## src/rtl/vga_timing_gen.sv

```systemverilog
// vga_timing_gen: 1280x1024@60 raster timing generator with a one-stage
// registered colour/sync output. The optional frame counter output is built
// only when VGA_FRAME_CNT_EN is defined.
//
// state      | meaning (applies to both the horizontal and vertical phase FSMs)
// PH_ACTIVE  | visible pixels / lines
// PH_FRONT   | front porch
// PH_SYNC    | sync pulse asserted
// PH_BACK    | back porch, ends at the counter wrap
`timescale 1ns/1ps
module vga_timing_gen #(
    parameter int H_ACTIVE = 1280,
    parameter int H_FP     = 48,
    parameter int H_SYNC   = 112,
    parameter int H_BP     = 248,
    parameter int V_ACTIVE = 1024,
    parameter int V_FP     = 1,
    parameter int V_SYNC   = 3,
    parameter int V_BP     = 38,
    parameter bit SYNC_POL = 1'b1
) (
    input  logic        clk_108,
    input  logic        rst,
    input  logic        ce,
    input  logic [3:0]  pix_red,
    input  logic [3:0]  pix_green,
    input  logic [3:0]  pix_blue,
    output logic [11:0] VGA_HORZ_COORD,
    output logic [11:0] VGA_VERT_COORD,
    output logic        VGA_ACTIVE,
    output logic        VGA_FRAME_START,
    output logic [3:0]  VGA_RED,
    output logic [3:0]  VGA_GREEN,
    output logic [3:0]  VGA_BLUE,
    output logic        VGA_HS,
    output logic        VGA_VS
`ifdef VGA_FRAME_CNT_EN
    ,
    output logic [15:0] VGA_FRAME_CNT
`endif
);

    localparam logic [11:0] H_ACT_N   = 12'(H_ACTIVE);
    localparam logic [11:0] H_ACT_END = 12'(H_ACTIVE - 1);
    localparam logic [11:0] H_FP_END  = 12'(H_ACTIVE + H_FP - 1);
    localparam logic [11:0] H_SY_END  = 12'(H_ACTIVE + H_FP + H_SYNC - 1);
    localparam logic [11:0] H_LAST    = 12'(H_ACTIVE + H_FP + H_SYNC + H_BP - 1);
    localparam logic [11:0] V_ACT_N   = 12'(V_ACTIVE);
    localparam logic [11:0] V_ACT_END = 12'(V_ACTIVE - 1);
    localparam logic [11:0] V_FP_END  = 12'(V_ACTIVE + V_FP - 1);
    localparam logic [11:0] V_SY_END  = 12'(V_ACTIVE + V_FP + V_SYNC - 1);
    localparam logic [11:0] V_LAST    = 12'(V_ACTIVE + V_FP + V_SYNC + V_BP - 1);
    localparam logic        SYNC_IDLE = ~SYNC_POL;

    typedef enum logic [1:0] {
        PH_ACTIVE = 2'd0,
        PH_FRONT  = 2'd1,
        PH_SYNC   = 2'd2,
        PH_BACK   = 2'd3
    } phase_t;

    logic [11:0] r_h;
    logic [11:0] r_v;
    phase_t      r_hstate;
    phase_t      r_vstate;
    phase_t      w_hstate_nxt;
    phase_t      w_vstate_nxt;
    logic        w_h_last;
    logic        w_v_last;
    logic        w_active;
    logic        w_hs_raw;
    logic        w_vs_raw;
    logic [3:0]  r_red;
    logic [3:0]  r_green;
    logic [3:0]  r_blue;
    logic        r_hs;
    logic        r_vs;

    assign w_h_last = (r_h == H_LAST);
    assign w_v_last = (r_v == V_LAST);
    assign w_active = (r_h < H_ACT_N) && (r_v < V_ACT_N);
    assign w_hs_raw = (r_hstate == PH_SYNC) ? SYNC_POL : SYNC_IDLE;
    assign w_vs_raw = (r_vstate == PH_SYNC) ? SYNC_POL : SYNC_IDLE;

    // Pixel and line counters; the line counter steps on the pixel wrap.
    always_ff @(posedge clk_108) begin
        if (rst) begin
            r_h <= 12'd0;
            r_v <= 12'd0;
        end else if (ce) begin
            r_h <= w_h_last ? 12'd0 : r_h + 12'd1;
            if (w_h_last) begin
                r_v <= w_v_last ? 12'd0 : r_v + 12'd1;
            end
        end
    end

    // Phase state registers for both axes.
    always_ff @(posedge clk_108) begin
        if (rst) begin
            r_hstate <= PH_ACTIVE;
            r_vstate <= PH_ACTIVE;
        end else begin
            r_hstate <= w_hstate_nxt;
            r_vstate <= w_vstate_nxt;
        end
    end

    // Phase next-state: moves on the same edge the counter leaves a region.
    always_comb begin
        w_hstate_nxt = r_hstate;
        w_vstate_nxt = r_vstate;
        if (ce) begin
            case (r_hstate)
                PH_ACTIVE: if (r_h == H_ACT_END) w_hstate_nxt = PH_FRONT;
                PH_FRONT:  if (r_h == H_FP_END)  w_hstate_nxt = PH_SYNC;
                PH_SYNC:   if (r_h == H_SY_END)  w_hstate_nxt = PH_BACK;
                PH_BACK:   if (w_h_last)         w_hstate_nxt = PH_ACTIVE;
                default:                         w_hstate_nxt = PH_ACTIVE;
            endcase
            if (w_h_last) begin
                case (r_vstate)
                    PH_ACTIVE: if (r_v == V_ACT_END) w_vstate_nxt = PH_FRONT;
                    PH_FRONT:  if (r_v == V_FP_END)  w_vstate_nxt = PH_SYNC;
                    PH_SYNC:   if (r_v == V_SY_END)  w_vstate_nxt = PH_BACK;
                    PH_BACK:   if (w_v_last)         w_vstate_nxt = PH_ACTIVE;
                    default:                         w_vstate_nxt = PH_ACTIVE;
                endcase
            end
        end
    end

    // Output stage: blank outside the active area, keep sync aligned to colour.
    always_ff @(posedge clk_108) begin
        if (rst) begin
            r_red   <= 4'd0;
            r_green <= 4'd0;
            r_blue  <= 4'd0;
            r_hs    <= SYNC_IDLE;
            r_vs    <= SYNC_IDLE;
        end else if (ce) begin
            r_red   <= w_active ? pix_red   : 4'd0;
            r_green <= w_active ? pix_green : 4'd0;
            r_blue  <= w_active ? pix_blue  : 4'd0;
            r_hs    <= w_hs_raw;
            r_vs    <= w_vs_raw;
        end
    end

    assign VGA_HORZ_COORD  = r_h;
    assign VGA_VERT_COORD  = r_v;
    assign VGA_ACTIVE      = w_active;
    assign VGA_FRAME_START = (r_h == 12'd0) && (r_v == 12'd0) && ce;
    assign VGA_RED         = r_red;
    assign VGA_GREEN       = r_green;
    assign VGA_BLUE        = r_blue;
    assign VGA_HS          = r_hs;
    assign VGA_VS          = r_vs;

`ifdef VGA_FRAME_CNT_EN
    logic [15:0] r_frame_cnt;

    // Frame counter for drawer animation; wraps naturally at 16 bits.
    always_ff @(posedge clk_108) begin
        if (rst) begin
            r_frame_cnt <= 16'd0;
        end else if (VGA_FRAME_START) begin
            r_frame_cnt <= r_frame_cnt + 16'd1;
        end
    end

    assign VGA_FRAME_CNT = r_frame_cnt;
`endif

endmodule

```

## config.mk

```make
export PLATFORM = sky130hd
export DESIGN_NAME = vga_timing_gen
export DESIGN_NICKNAME = d
export VERILOG_FILES = /design/src/rtl/vga_timing_gen.sv
export SDC_FILE = /design/constraint.sdc
export NUM_CORES = 1
export LEC_CHECK = 0
export ABC_CLOCK_PERIOD_IN_PS = 1950
export CAP_MARGIN = 10
export CORE_UTILIZATION = 34
export CTS_BUF_LIST = sky130_fd_sc_hd__clkbuf_8
export CTS_CLUSTER_SIZE = 14
export DETAILED_ROUTE_END_ITERATION = 16
export GPL_TIMING_DRIVEN = 0
export HOLD_SLACK_MARGIN = 0.06
export PLACE_DENSITY_LB_ADDON = 0.05
export SETUP_SLACK_MARGIN = 0.5
export SLEW_MARGIN = 20
export SYNTH_ARGS = -nofsm -noshare
export SYNTH_HDL_FRONTEND = slang
export SYNTH_SLANG_ARGS = --single-unit
```

## constraint.sdc

```tcl
create_clock -name clk_108 -period 1.95 [get_ports clk_108]
set_input_delay 0.4875 -clock clk_108 [delete_from_list [all_inputs] [get_ports clk_108]]
set_output_delay 0.4875 -clock clk_108 [all_outputs]
set_load 0.01 [all_outputs]
```

# Word level (Yosys, flattened, before mapping)

Index checks and enable logic that the tools add are counted.

Add/sub/neg operators: 2
Magnitude comparators: 2
Eq/ne operators: 22
Multiplexer cells: 17
Reduce and logical (&&, ||, !) cells: 10

Operator list:

| operator                                                                | count |
|---|---|
| 12-bit by 11-bit == test with 1-bit output (second input constant)      | 7 |
| 12-bit by 1-bit adder with 12-bit output (second input constant)        | 2 |
| 12-bit logical NOT                                                      | 2 |
| 12-bit by 11-bit < comparator with 1-bit output (second input constant) | 2 |
| 12-bit 2-to-1 mux                                                       | 2 |
| 2-bit 2-to-1 mux                                                        | 8 |
| 2-bit one-hot mux with 4 select lines                                   | 2 |
| 12-bit by 10-bit == test with 1-bit output (second input constant)      | 1 |
| 4-bit 2-to-1 mux                                                        | 3 |
| 2-bit != test (second input constant)                                   | 6 |
| 2-bit == test (second input constant)                                   | 4 |
| 6-bit AND reduction                                                     | 1 |
| 5-bit AND reduction                                                     | 1 |
| 2-bit by 1-bit == test with 1-bit output (second input constant)        | 2 |
| 2-bit logical NOT                                                       | 2 |
| 2-bit by 1-bit != test with 1-bit output (second input constant)        | 2 |
| 1-bit logical AND                                                       | 3 |
| 1-bit 2-to-1 mux                                                        | 2 |
| 2-bit AND reduction                                                     | 1 |

Register bits after elaboration: 42

# Depth between registers and ports, before layout

Depth in word-level cells: 3
Mapped depth: 8

# Worst setup path after synthesis

OpenSTA, ideal clock, no wires.

Kind: reg2reg
Start point: reg r_h[0], in the netlist VGA_HORZ_COORD[0]
End point: reg r_v[5], in the netlist VGA_VERT_COORD[5]
Library setup time: 130 ps
Arrival: 2014 ps
Slack: -194 ps
Cell stages (with the launch flop): 9
Period minus slack after synthesis: 2144 ps
Cells stage by stage: dfxtp_1 > ha_1 > nand3b_2 > or4_1 > clkbuf_1 > buf_2 > nor3_1 > xnor2_1 > nor2_1

Longest elaborated chain between the ends: 2

Ends and longest elaborated chain:

| what                                       | line | source |
|---|---|---|
| start, declared                            | 62   | `logic [11:0] r_h;` |
| start signal, assigned                     | 91   | `r_h <= w_h_last ? 12'd0 : r_h + 12'd1;` |
| 12-bit by 11-bit == test with 1-bit output | 79   | `assign w_h_last = (r_h == H_LAST);` |
| 2-bit AND reduction (no line)              | n/a  |  |
| end signal, assigned                       | 93   | `r_v <= w_v_last ? 12'd0 : r_v + 12'd1;` |
| end, declared                              | 63   | `logic [11:0] r_v;` |

Every way passes these cells.
A chain may end at the register's enable or synchronous reset.

# Worst setup path in the final report

Start point: reg r_h[8], in the netlist VGA_HORZ_COORD[8]
End point: out VGA_FRAME_START

Longest elaborated chain between the ends: 3

Ends and longest elaborated chain:

| what                           | line | source |
|---|---|---|
| 12-bit logical NOT             | 153  | `assign VGA_FRAME_START = (r_h == 12'd0) && (r_v == 12'd0) && ce;` |
| 1-bit logical AND (2 in a row) | 153  |  |
| end, declared                  | 31   | `output logic VGA_FRAME_START,` |

Every way passes these cells.

==> out/metrics.yaml <==
final_layout:
  nets: 384
  diodes: 0
  syn2layout_area_growth_pct: 75.3
  drive_gt1_share_pct: 44.8
clock_tree:
  root_buffer: "clkbuf_8"
  postCtsHoldBufs: 0
  cts_tree: "built"
  clk_pin_slew_ns: 0.08
  htree_levels: 2
  cts_buffer_depth: 2
  clkSinkCount: 42
  clock_latency_ns: 0.29
  cts_inserted_buffers: 5
synth:
  synth_area_leaders: "dfxtp_1 (39%), ha_1 (8.1%), nor2_1 (5.9%)"
  syn_nets: 286
  synth_area_um2: 2180
  synthFlopType: "dfxtp_1"
  synth_largest_area_cell: "dfxtp_1"
  synth_top_area_share_pct: 38.6
  synth.yosys.seq_area_share_pct: 38.6
  syn_area_per_cell_um2: 8.47
  synth_cells: 257
  synth_cell_types: 43
  ys_async_sr_fraction_pct: 0
  synth-edff-count: 0
  ys_warn_count: 0
  yosys_register_bits: 42
global_route:
  grt_max_degree: 13
  grt_pass1_wl_um: 10600
  grt.overflow.total: 0
  antenna_found_initial: 0
  grtUsageTotal_pct: 20.9
  grt_pass1_vias: 2160
route:
  drc_errors: 0
  vias_per_cell: 5.20
  drtAntennaViolNets: 0
  first_pass_iters: 4
  dr_total_vias: 2234
  drt_iter0_markers: 90
  totalWireLength_um: 6820
  avgRoutedWirePerCell_um: 15.9
power:
  power_density_nw_per_um2: 431
  power.leakage_nw: 1.63
  vdd_drop_max_v: 0.000254
timing:
  min_period_ns: 2.08
  setup_ws_ns: -0.134
  drv_slew: 0
  relSlewSlack_pct: 54.4
  hold_violations: 0
  timing.fmax_mhz: 480
  clock_skew_ns: 0.0101
  grt_setup_unrepaired: "yes"
  setup_viol: 3
  fin_tns_setup_ns: -0.268
  period_share_pct: 107
  worst_pin_slew_ns: 0.681
floorplan:
  placement_rows: 28
  core_um2: 6060
  die_area_um2: 6720
  initial_core_util_pct: 35.9
  ios: 55
  die_h_um: 82.0
  fp.dieW_um: 82.0
placement:
  portBuffers: 53
  gp_congestion: 0.797
  place_ws_ns: -0.553
  dp_hpwl_um: 4000
setup_path:
  worst_setup_path_start_kind: "flop"
  cp-end-kind: "output port"
  crit_arrival_ns: 1.60
  cp_max_fo: 2
  r2r.worst_path.cells: 8
  critical_path_required_ns: 1.46
  criticalPathCategory: "flop to output port"
flow_run:
  cap_violations: 0
hold_path:
  min_path_cells: 2
  hp-class: "flop to flop"
outcome:
  violations: "setup timing"
  status: "complete, but fails checks"
-- metal layers --
layer | up-vias | GRT usage (%) | share of wire (%)
li1 | 1099 | - | -
met1 | 1067 | 26.9 | 46
met2 | 60 | 36.0 | 48
met3 | 8 | 3.78 | 4.5
met4 | 0 | 4.91 | 1.1
met5 | - | 0 | 0
-- report_power, final --
group / switching [W] / internal [W]
Combinational: 0.0000983 / 0.000114
Sequential: 0.0000124 / 0.000850
Clock: 0.000292 / 0.000276
Total: 0.000403 / 0.00124
-- worst max-delay path, cell delays in order, from the launching register on --
cell	delay [ns]
dfxtp_4	0.35
or2_4	0.26
buf_4	0.16
nor3b_2	0.15
nand4_1	0.12
nor2_2	0.14
buf_2	0.14
-- cells in the mapped netlist, drive strengths merged (2+ instances only) --
master  instances
buf             4
nor4b           2
o21ai           2
nand4b          2
nor3            6
a211oi          2
xnor2          10
mux2i           5
o41ai           3
xor2            8
and4            2
nand4          12
nand3          19
nor2           34
nor4            5
nor3b           2
ha             14
and2            2
nand2          14
dfxtp          42
nand3b          2
inv            11
nand2b         13
a21oi          17
clkbuf         10
-- through the flow --
| stage | total power [W] | area, um^2 | std cells | utilization [%] | hold WS [ns] |
|---|---|---|---|---|---|
| 2_1_floorplan | 0.000987 | 2360 | 257 | - | 0.490 |
| 3_3_place_gp | 0.00108 | 2990 | 385 | 49.3 | 0.457 |
| 3_5_place_dp | 0.00108 | 2990 | 385 | 49.3 | 0.458 |
| 4_1_cts | 0.00165 | 3690 | 422 | 60.9 | 0.470 |
| 5_1_grt | 0.00172 | 3810 | 430 | 62.9 | 0.484 |
| 6_report | 0.00164 | 3810 | 430 | 62.9 | 0.470 |
-- logic make-up after synthesis --
family	after synthesis	share of synthesized area, %
xor+xnor	18	7.25
fa+ha+maj	14	8.05
compound gates	31	9.20
mux	5	2.30
buf+inv	25	4.49
simple gates	122	30.1
flops	42	38.6
-- state kept, by name, summed over array words and instances (netlist names) --
signal / flops
VGA_HORZ_COORD: 12
VGA_VERT_COORD: 12
VGA_BLUE: 4
VGA_GREEN: 4
VGA_RED: 4
r_hstate: 2
r_vstate: 2
VGA_HS: 1
VGA_VS: 1
-- layout make-up --
class	instances	area (um^2)
Fill cell	506	2250
Multi-Input combinational cell	190	1740
Sequential cell	42	917
Timing Repair Buffer	91	800
Buffer	14	139
Tap cell	75	93.8
Clock buffer	6	82.6
Inverter	11	41.3
Clock inverter	1	3.75
-- cell usage in the layout, fill, tap and decap left out, types with 10 or more instances in the layout --
cell type	n
buf_4	24
nor2_1	23
dfxtp_1	21
dfxtp_4	20
dlygate4sd2_1	17
buf_6	16
nand2b_1	13
nand3_2	13
clkdlybuf4s50_1	13
inv_1	12
nand4_1	12
nand2_1	12
ha_1	12
clkbuf_2	11
a21oi_1	11
xnor2_1	10
-- worst paths after layout --
kind | start | end | slack (ns)
worst max-delay path | VGA_HORZ_COORD[8] | VGA_FRAME_START | -0.13
worst min-delay path | VGA_RED[3] | VGA_RED[3] | 0.47
worst max register to register | VGA_HORZ_COORD[8] | VGA_VERT_COORD[10] | 0
worst min register to register | VGA_RED[3] | VGA_RED[3] | 0.47
-- what timing repair did --
| action | CTS | global route |
|---|---|---|
| resized for setup | 183 | 43 |
| buffers inserted | 29 | 8 |
| pin swaps | 53 | 13 |
| gates cloned | 1 | 0 |
| endpoints found under the setup margin | 82 | 59 |
Note: power is estimated with default switching activity, not from simulation.
